[config.mk]
export PLATFORM = sky130hd
export DESIGN_NAME = ps2_key_decoder
export DESIGN_NICKNAME = d
export VERILOG_FILES = /design/src/rtl/ps2_pkg.sv /design/src/rtl/ps2_frame_rx.sv /design/src/rtl/ps2_key_decoder.sv
export SDC_FILE = /design/constraint.sdc
export NUM_CORES = 1
export LEC_CHECK = 0
export ABC_AREA = 1
export BUFFER_PORTS_ARGS = -buffer_cell sky130_fd_sc_hd__buf_2
export CORE_MARGIN = 2
export CORE_UTILIZATION = 60
export CTS_CLUSTER_DIAMETER = 50
export DETAILED_ROUTE_END_ITERATION = 6
export PLACE_DENSITY = 0.85
export SYNTH_ARGS = -nofsm -noshare
export SYNTH_HDL_FRONTEND = slang
export SYNTH_SLANG_ARGS = --single-unit
export TNS_END_PERCENT = 100
[constraint.sdc]
create_clock -name clk -period 3.9 [get_ports clk]
set_input_delay 0.78 -clock clk [delete_from_list [all_inputs] [get_ports clk]]
set_output_delay 0.78 -clock clk [all_outputs]
set_load 0.01 [all_outputs]
[src/rtl/ps2_pkg.sv]
// Shared constants and byte-FSM state type for the PS/2 keyboard receiver.
package ps2_pkg;

    localparam logic [7:0]  PS2_E0         = 8'hE0;
    localparam logic [7:0]  PS2_F0         = 8'hF0;
    localparam logic [7:0]  PS2_E1         = 8'hE1;
    localparam int unsigned PS2_FRAME_BITS = 11;
    localparam int unsigned PAUSE_SKIP     = 7;

    typedef enum logic [2:0] {
        IDLE,
        EXT,
        BRK,
        EXT_BRK,
        SKIP
    } byte_state_e;

    // Device responses (error, BAT ok, echo, ack, BAT fail, resend) that are not keys.
    localparam int unsigned IGNORE_NUM  = 8;
    localparam logic [63:0] IGNORE_LIST = {8'h00, 8'hAA, 8'hEE, 8'hFA,
                                           8'hFC, 8'hFD, 8'hFE, 8'hFF};

    function automatic logic is_ignored(input logic [7:0] b);
        logic hit;
        hit = 1'b0;
        for (int i = 0; i < IGNORE_NUM; i++) begin
            if (b == IGNORE_LIST[i*8 +: 8]) hit = 1'b1;
        end
        return hit;
    endfunction

endpackage

[src/rtl/ps2_frame_rx.sv]
// PS/2 line conditioning and 11-bit frame receiver: sync, clock glitch filter,
// bit counter, odd-parity/stop check and inter-edge timeout.
module ps2_frame_rx #(
    parameter int unsigned FILT           = 8,
    parameter int unsigned TIMEOUT_CYCLES = 10000
) (
    input  logic       clk,
    input  logic       reset,
    input  logic       ps2_clk_in,
    input  logic       ps2_dat_in,
    output logic       byte_valid_o,
    output logic [7:0] byte_o,
    output logic       frame_err_o,
    output logic       busy_o
);
    import ps2_pkg::*;

    localparam int unsigned FiltW   = (FILT > 1) ? $clog2(FILT) : 1;
    localparam int unsigned TmoW    = $clog2(TIMEOUT_CYCLES + 1);
    localparam logic [FiltW-1:0] FiltMax = FiltW'(FILT - 1);
    localparam logic [TmoW-1:0]  TmoLast = TmoW'(TIMEOUT_CYCLES - 1);
    localparam logic [3:0]       LastBit = 4'(PS2_FRAME_BITS - 1);

    logic             clk_s1_q, clk_s2_q, dat_s1_q, dat_s2_q;
    logic             clk_filt_q, clk_filt_d;
    logic [FiltW-1:0] filt_cnt_q, filt_cnt_d;
    logic             fall;
    logic [3:0]       bitcnt_q, bitcnt_d;
    logic [7:0]       shift_q, shift_d;
    logic             par_q, par_d;
    logic [TmoW-1:0]  tmo_q, tmo_d;
    logic             err_q, err_d;
    logic             byte_valid;

    always_ff @(posedge clk or posedge reset) begin
        if (reset) begin
            clk_s1_q <= 1'b1;
            clk_s2_q <= 1'b1;
            dat_s1_q <= 1'b1;
            dat_s2_q <= 1'b1;
        end else begin
            clk_s1_q <= ps2_clk_in;
            clk_s2_q <= clk_s1_q;
            dat_s1_q <= ps2_dat_in;
            dat_s2_q <= dat_s1_q;
        end
    end

    // Level only flips after FILT consecutive samples disagreeing with it.
    always_comb begin
        clk_filt_d = clk_filt_q;
        filt_cnt_d = '0;
        if (clk_s2_q != clk_filt_q) begin
            if (filt_cnt_q == FiltMax) clk_filt_d = clk_s2_q;
            else                       filt_cnt_d = filt_cnt_q + 1'b1;
        end
    end

    assign fall = clk_filt_q & ~clk_filt_d;

    always_comb begin
        bitcnt_d   = bitcnt_q;
        shift_d    = shift_q;
        par_d      = par_q;
        tmo_d      = tmo_q;
        err_d      = 1'b0;
        byte_valid = 1'b0;
        if (fall) begin
            tmo_d = '0;
            if (bitcnt_q == 4'd0) begin
                if (!dat_s2_q) bitcnt_d = 4'd1;
            end else if (bitcnt_q <= 4'd8) begin
                shift_d  = {dat_s2_q, shift_q[7:1]};
                bitcnt_d = bitcnt_q + 4'd1;
            end else if (bitcnt_q < LastBit) begin
                par_d    = dat_s2_q;
                bitcnt_d = bitcnt_q + 4'd1;
            end else begin
                bitcnt_d = 4'd0;
                if (dat_s2_q && (^{shift_q, par_q})) byte_valid = 1'b1;
                else                                 err_d      = 1'b1;
            end
        end else if (bitcnt_q != 4'd0) begin
            if (tmo_q >= TmoLast) begin
                bitcnt_d = 4'd0;
                tmo_d    = '0;
                err_d    = 1'b1;
            end else begin
                tmo_d = tmo_q + 1'b1;
            end
        end
    end

    always_ff @(posedge clk or posedge reset) begin
        if (reset) begin
            clk_filt_q <= 1'b1;
            filt_cnt_q <= '0;
            bitcnt_q   <= 4'd0;
            shift_q    <= 8'h00;
            par_q      <= 1'b0;
            tmo_q      <= '0;
            err_q      <= 1'b0;
        end else begin
            clk_filt_q <= clk_filt_d;
            filt_cnt_q <= filt_cnt_d;
            bitcnt_q   <= bitcnt_d;
            shift_q    <= shift_d;
            par_q      <= par_d;
            tmo_q      <= tmo_d;
            err_q      <= err_d;
        end
    end

    assign byte_valid_o = byte_valid;
    assign byte_o       = shift_q;
    assign frame_err_o  = err_q;
    assign busy_o       = (bitcnt_q != 4'd0);

endmodule

[src/rtl/ps2_key_decoder.sv]
// PS/2 Set-2 keyboard decoder: turns received bytes into the toggling 11-bit
// key event word, handling E0/F0 prefixes and the E1 Pause sequence.
module ps2_key_decoder #(
    parameter int unsigned FILT           = 8,
    parameter int unsigned TIMEOUT_CYCLES = 10000
) (
    input  logic        clk,
    input  logic        reset,
    input  logic        ps2_clk_in,
    input  logic        ps2_dat_in,
    output logic [10:0] ps2_key,
    output logic        frame_err,
    output logic        busy
);
    import ps2_pkg::*;

    logic        rx_valid;
    logic [7:0]  rx_byte;
    logic        rx_err;
    byte_state_e state_q, state_d;
    logic [2:0]  skip_q, skip_d;
    logic [10:0] key_q, key_d;
    logic        ext, brk;

    ps2_frame_rx #(
        .FILT           (FILT),
        .TIMEOUT_CYCLES (TIMEOUT_CYCLES)
    ) u_rx (
        .clk          (clk),
        .reset        (reset),
        .ps2_clk_in   (ps2_clk_in),
        .ps2_dat_in   (ps2_dat_in),
        .byte_valid_o (rx_valid),
        .byte_o       (rx_byte),
        .frame_err_o  (rx_err),
        .busy_o       (busy)
    );

    assign ext = (state_q == EXT) || (state_q == EXT_BRK);
    assign brk = (state_q == BRK) || (state_q == EXT_BRK);

    always_comb begin
        state_d = state_q;
        skip_d  = skip_q;
        key_d   = key_q;
        if (rx_err) begin
            state_d = IDLE;
            skip_d  = 3'd0;
        end else if (rx_valid) begin
            if (state_q == SKIP) begin
                skip_d = skip_q - 3'd1;
                if (skip_q == 3'd1) state_d = IDLE;
            end else if (rx_byte == PS2_E1) begin
                state_d = SKIP;
                skip_d  = 3'(PAUSE_SKIP);
            end else if (rx_byte == PS2_E0) begin
                state_d = brk ? EXT_BRK : EXT;
            end else if (rx_byte == PS2_F0) begin
                state_d = ext ? EXT_BRK : BRK;
            end else if (!((state_q == IDLE) && is_ignored(rx_byte))) begin
                key_d   = {~key_q[10], ~brk, ext, rx_byte};
                state_d = IDLE;
            end
        end
    end

    always_ff @(posedge clk or posedge reset) begin
        if (reset) begin
            state_q <= IDLE;
            skip_q  <= 3'd0;
            key_q   <= 11'h000;
        end else begin
            state_q <= state_d;
            skip_q  <= skip_d;
            key_q   <= key_d;
        end
    end

    assign ps2_key   = key_q;
    assign frame_err = rx_err;

endmodule
==> results.md <==
- IO buf count: 16
- Die width: 72.61 um
- Crit. path cell count: 6
- Leak: 0.001593 uW
- Post-Synthesis Cell Area: 2824 sq um
- Die height: 72.61 um
- Clk buf depth: 2
- Cell mode on critical path: inv_1
- Hold Buf Count CTS: 0
- Placer congestion estimate: 0.9232
- Most frequent cells in the layout: nand2_1 (115), dfrtp_1 (48), inv_1 (40)
- Drt drc: 0
- Minimum clock period: 2351 ps
- FP Rows: 24
- CP top delay family: flip-flops
- CTS resizes: 0
- Vias per inst: 5.439
- Fmax: 425.4 MHz
- DR vias: 2377
- CP Capture Type: output port
- Initial antenna violation count: 0
- Clk_skew: 11.47 ps
- Clock buffers created by TritonCTS: 5
- Max Slew Vio Count: 0
- TritonCTS clock tree: built
- Vias in the first global route: 2296
- DP HPWL: 3773 um
- CP endpoint: busy
- Startpoint types: flop
- Synthesized Nets: 378
- Synth cell types: 34
- WHS Path Cells: 0
- Arrival time worst endpoint: 1570 ps
- Clock Sinks: 53
- Worst hold start: u_rx.clk_s1_q
- CP startpoint: u_rx.bitcnt_q[0]
- Sequential area share after synthesis: 0.4719
- Root Driver: clkbuf_8
- Slowest stage delay, CP: 440 ps
- Initial Util: 0.6354
- Worst path bufs/invs: 3
- Post-CTS Setup Repair Bufs: 0
- R2r endpoint: ps2_key[10]
- Setup violations, final: 0
- RSZ-0062 raised after global routing: no
- Max H-tree Level: 2
- # diodes: 0
- Worst-Margin Slew: 1039 ps
- DRT Wirelength: 5332 um
- CP Cell Sequence: inv_1, ha_1, nand2_1, nor2_1, inv_1, buf_2
- R2R Path Start: u_rx.filt_cnt_q[0]
- PwrDens: 332.5 nW/um^2
- Commonest non-fill, non-tap cell in the layout: nand2_1
- Layout cell share with drive strength beyond 1: 0.1091
- Global Route Usage Sum: 0.2370
- Core Area: 4444 sq um
- Slowest-stage cell, CP: dfrtp_1
- Per-cell routed wire length: 12.20 um
- Max IR drop VDD: 0.0002146 V
- Clock-pin slew on the worst setup and hold paths: 90 ps
- CP Class: flop to output port
- Post-synthesis register bit count: 53
- Largest net degree at the start of global routing: 54
- Syn Area/Cell: 7.695 sq um
- Final hold violation count: 0
- Slew headroom: 0.3065
- Final ANT Viol Nets: 0
- Area occupied by multi-input gates: 1264 sq um
- I/O Pins: 17
- Global-route wire length before repair: 9791 um
- Final net count: 395
- Clock Latency Late Sink: 320 ps
- Worst hold path class: flop to flop
- Final worst-path cycle share: 0.6027
- Area occupied by registers: 1333 sq um
- TritonRoute pass-1 iters: 4
- Mapped Cells: 367
- FILL cells: 374
- FF-to-FF path depth: 10
- Die footprint: 5271 sq um
- Layout Area Growth over Synthesis: 7.709%
- Outcome: completed
- Grt total ovfl: 0
- Initial detailed-routing violation count: 218
- Setup TNS: 0 ps
- Worst-path fanout max: 6
- Reg2Reg Setup Slack: 1720 ps
- CP required: 3120 ps
- Max Cap Violations: 0
- Synth Warn #: 0
- Worst hold slack: 361.9 ps
## worst min-delay path by stage
| stage | to | slack, ps |
|---|---|---|
| floorplan | u_rx.clk_s2_q | 350 |
| global placement | u_rx.clk_s2_q | 350 |
| detailed placement | u_rx.clk_s2_q | 350 |
| CTS | u_rx.clk_s2_q | 360 |
| global route | u_rx.clk_s2_q | 370 |
| finish | u_rx.clk_s2_q | 360 |
## logic make-up (layout without fill, tap and decap cells)
kind of cell | count (synthesis) | count (layout) | share of synthesized area
AO/OA/AOI/OAI | 44 | 44 | 0.08817
XOR/XNOR | 8 | 8 | 0.02481
adder cells (fa/ha/maj) | 7 | 7 | 0.03101
buffers and inverters | 55 | 73 | 0.08064
flip-flops | 53 | 53 | 0.4719
AND/OR/NAND/NOR | 200 | 200 | 0.3035
## worst reg2reg max path: stages, from the launching register on
cell	delay, ps
dfrtp_1	390
ha_1	200
ha_1	240
nand2_1	120
nand3_2	160
nor2_1	220
nand3_2	130
inv_2	180
nand2_1	250
nand2_1	140
nand2_1	50
## Yosys cell counts, drive strengths merged
master | instances | area, sq um
a21oi | 8 | 40.04
buf | 6 | 43.79
inv | 48 | 180.2
dfstp | 5 | 131.4
o21a | 1 | 7.510
clkinv | 1 | 3.750
nand3 | 34 | 180.2
dfrtp | 48 | 1201
nand4 | 6 | 37.54
o21ai | 25 | 125.1
a31o | 2 | 17.52
ha | 7 | 87.58
o22ai | 2 | 12.51
a22o | 1 | 8.760
nand3b | 3 | 22.52
nor3 | 11 | 55.05
a21boi | 2 | 15.01
and3 | 1 | 6.260
xor2 | 6 | 52.55
nand2 | 116 | 437.9
o211ai | 1 | 7.510
o31ai | 1 | 7.510
nor4 | 1 | 6.260
a22oi | 1 | 7.510
nor2 | 27 | 103.9
nor3b | 1 | 7.510
xnor2 | 2 | 17.52
## final cells by class
| class | instances | area share |
|---|---|---|
| Timing Repair Buffer | 16 | 0.02633 |
| Inverter | 49 | 0.06047 |
| Clock inverter | 1 | 0.009872 |
| Clock buffer | 7 | 0.02838 |
| Tap cell | 52 | 0.02139 |
| Sequential cell | 53 | 0.4381 |
| Multi-Input combinational cell | 259 | 0.4155 |
## metrics by stage
| step | total power, uW | utilization | cell area, sq um | instances | worst slack [ps] |
|---|---|---|---|---|---|
| 4_1_cts | 1020 | 0.6844 | 3042 | 437 | 1549 |
| 3_5_place_dp | 638.2 | 0.6582 | 2925 | 429 | 1727 |
| 2_1_floorplan | 625.4 | - | 2824 | 367 | 1842 |
| 3_3_place_gp | 636.4 | 0.6582 | 2925 | 429 | 1791 |
| 5_1_grt | 1052 | 0.6844 | 3042 | 437 | 1430 |
| 6_report | 1011 | 0.6844 | 3042 | 437 | 1549 |
## flip-flops by register name, summed over array words and instances, names as in the netlist
| name | count |
|---|---|
| state_q | 3 |
| skip_q | 3 |
| u_rx.bitcnt_q | 4 |
| u_rx.filt_cnt_q | 3 |
| u_rx.byte_o | 8 |
| u_rx.tmo_q | 14 |
| u_rx.par_q | 1 |
| ps2_key | 11 |
| u_rx.clk_s1_q | 1 |
| u_rx.dat_s1_q | 1 |
| u_rx.dat_s2_q | 1 |
| u_rx.clk_s2_q | 1 |
| u_rx.frame_err_o | 1 |
| u_rx.clk_filt_q | 1 |
## power breakdown
part / internal (uW) / total (uW) / switching, uW / leakage [uW]
clock network: 209 / 386 / 176 / 0.0000585
registers: 572 / 583 / 11.1 / 0.000721
logic: 16.5 / 42.2 / 25.7 / 0.000814
total: 798 / 1010 / 213 / 0.00159
## per-layer routing
layer / track usage / vias up / share of wire
met5: 0 / - / 0
met4: 0.1029 / 0 / 0.017
met3: 0.04972 / 10 / 0.044
met2: 0.3879 / 51 / 0.47
met1: 0.3058 / 1102 / 0.47
li1: - / 1214 / -
No activity file was read; power rests on OpenSTA's default activity.
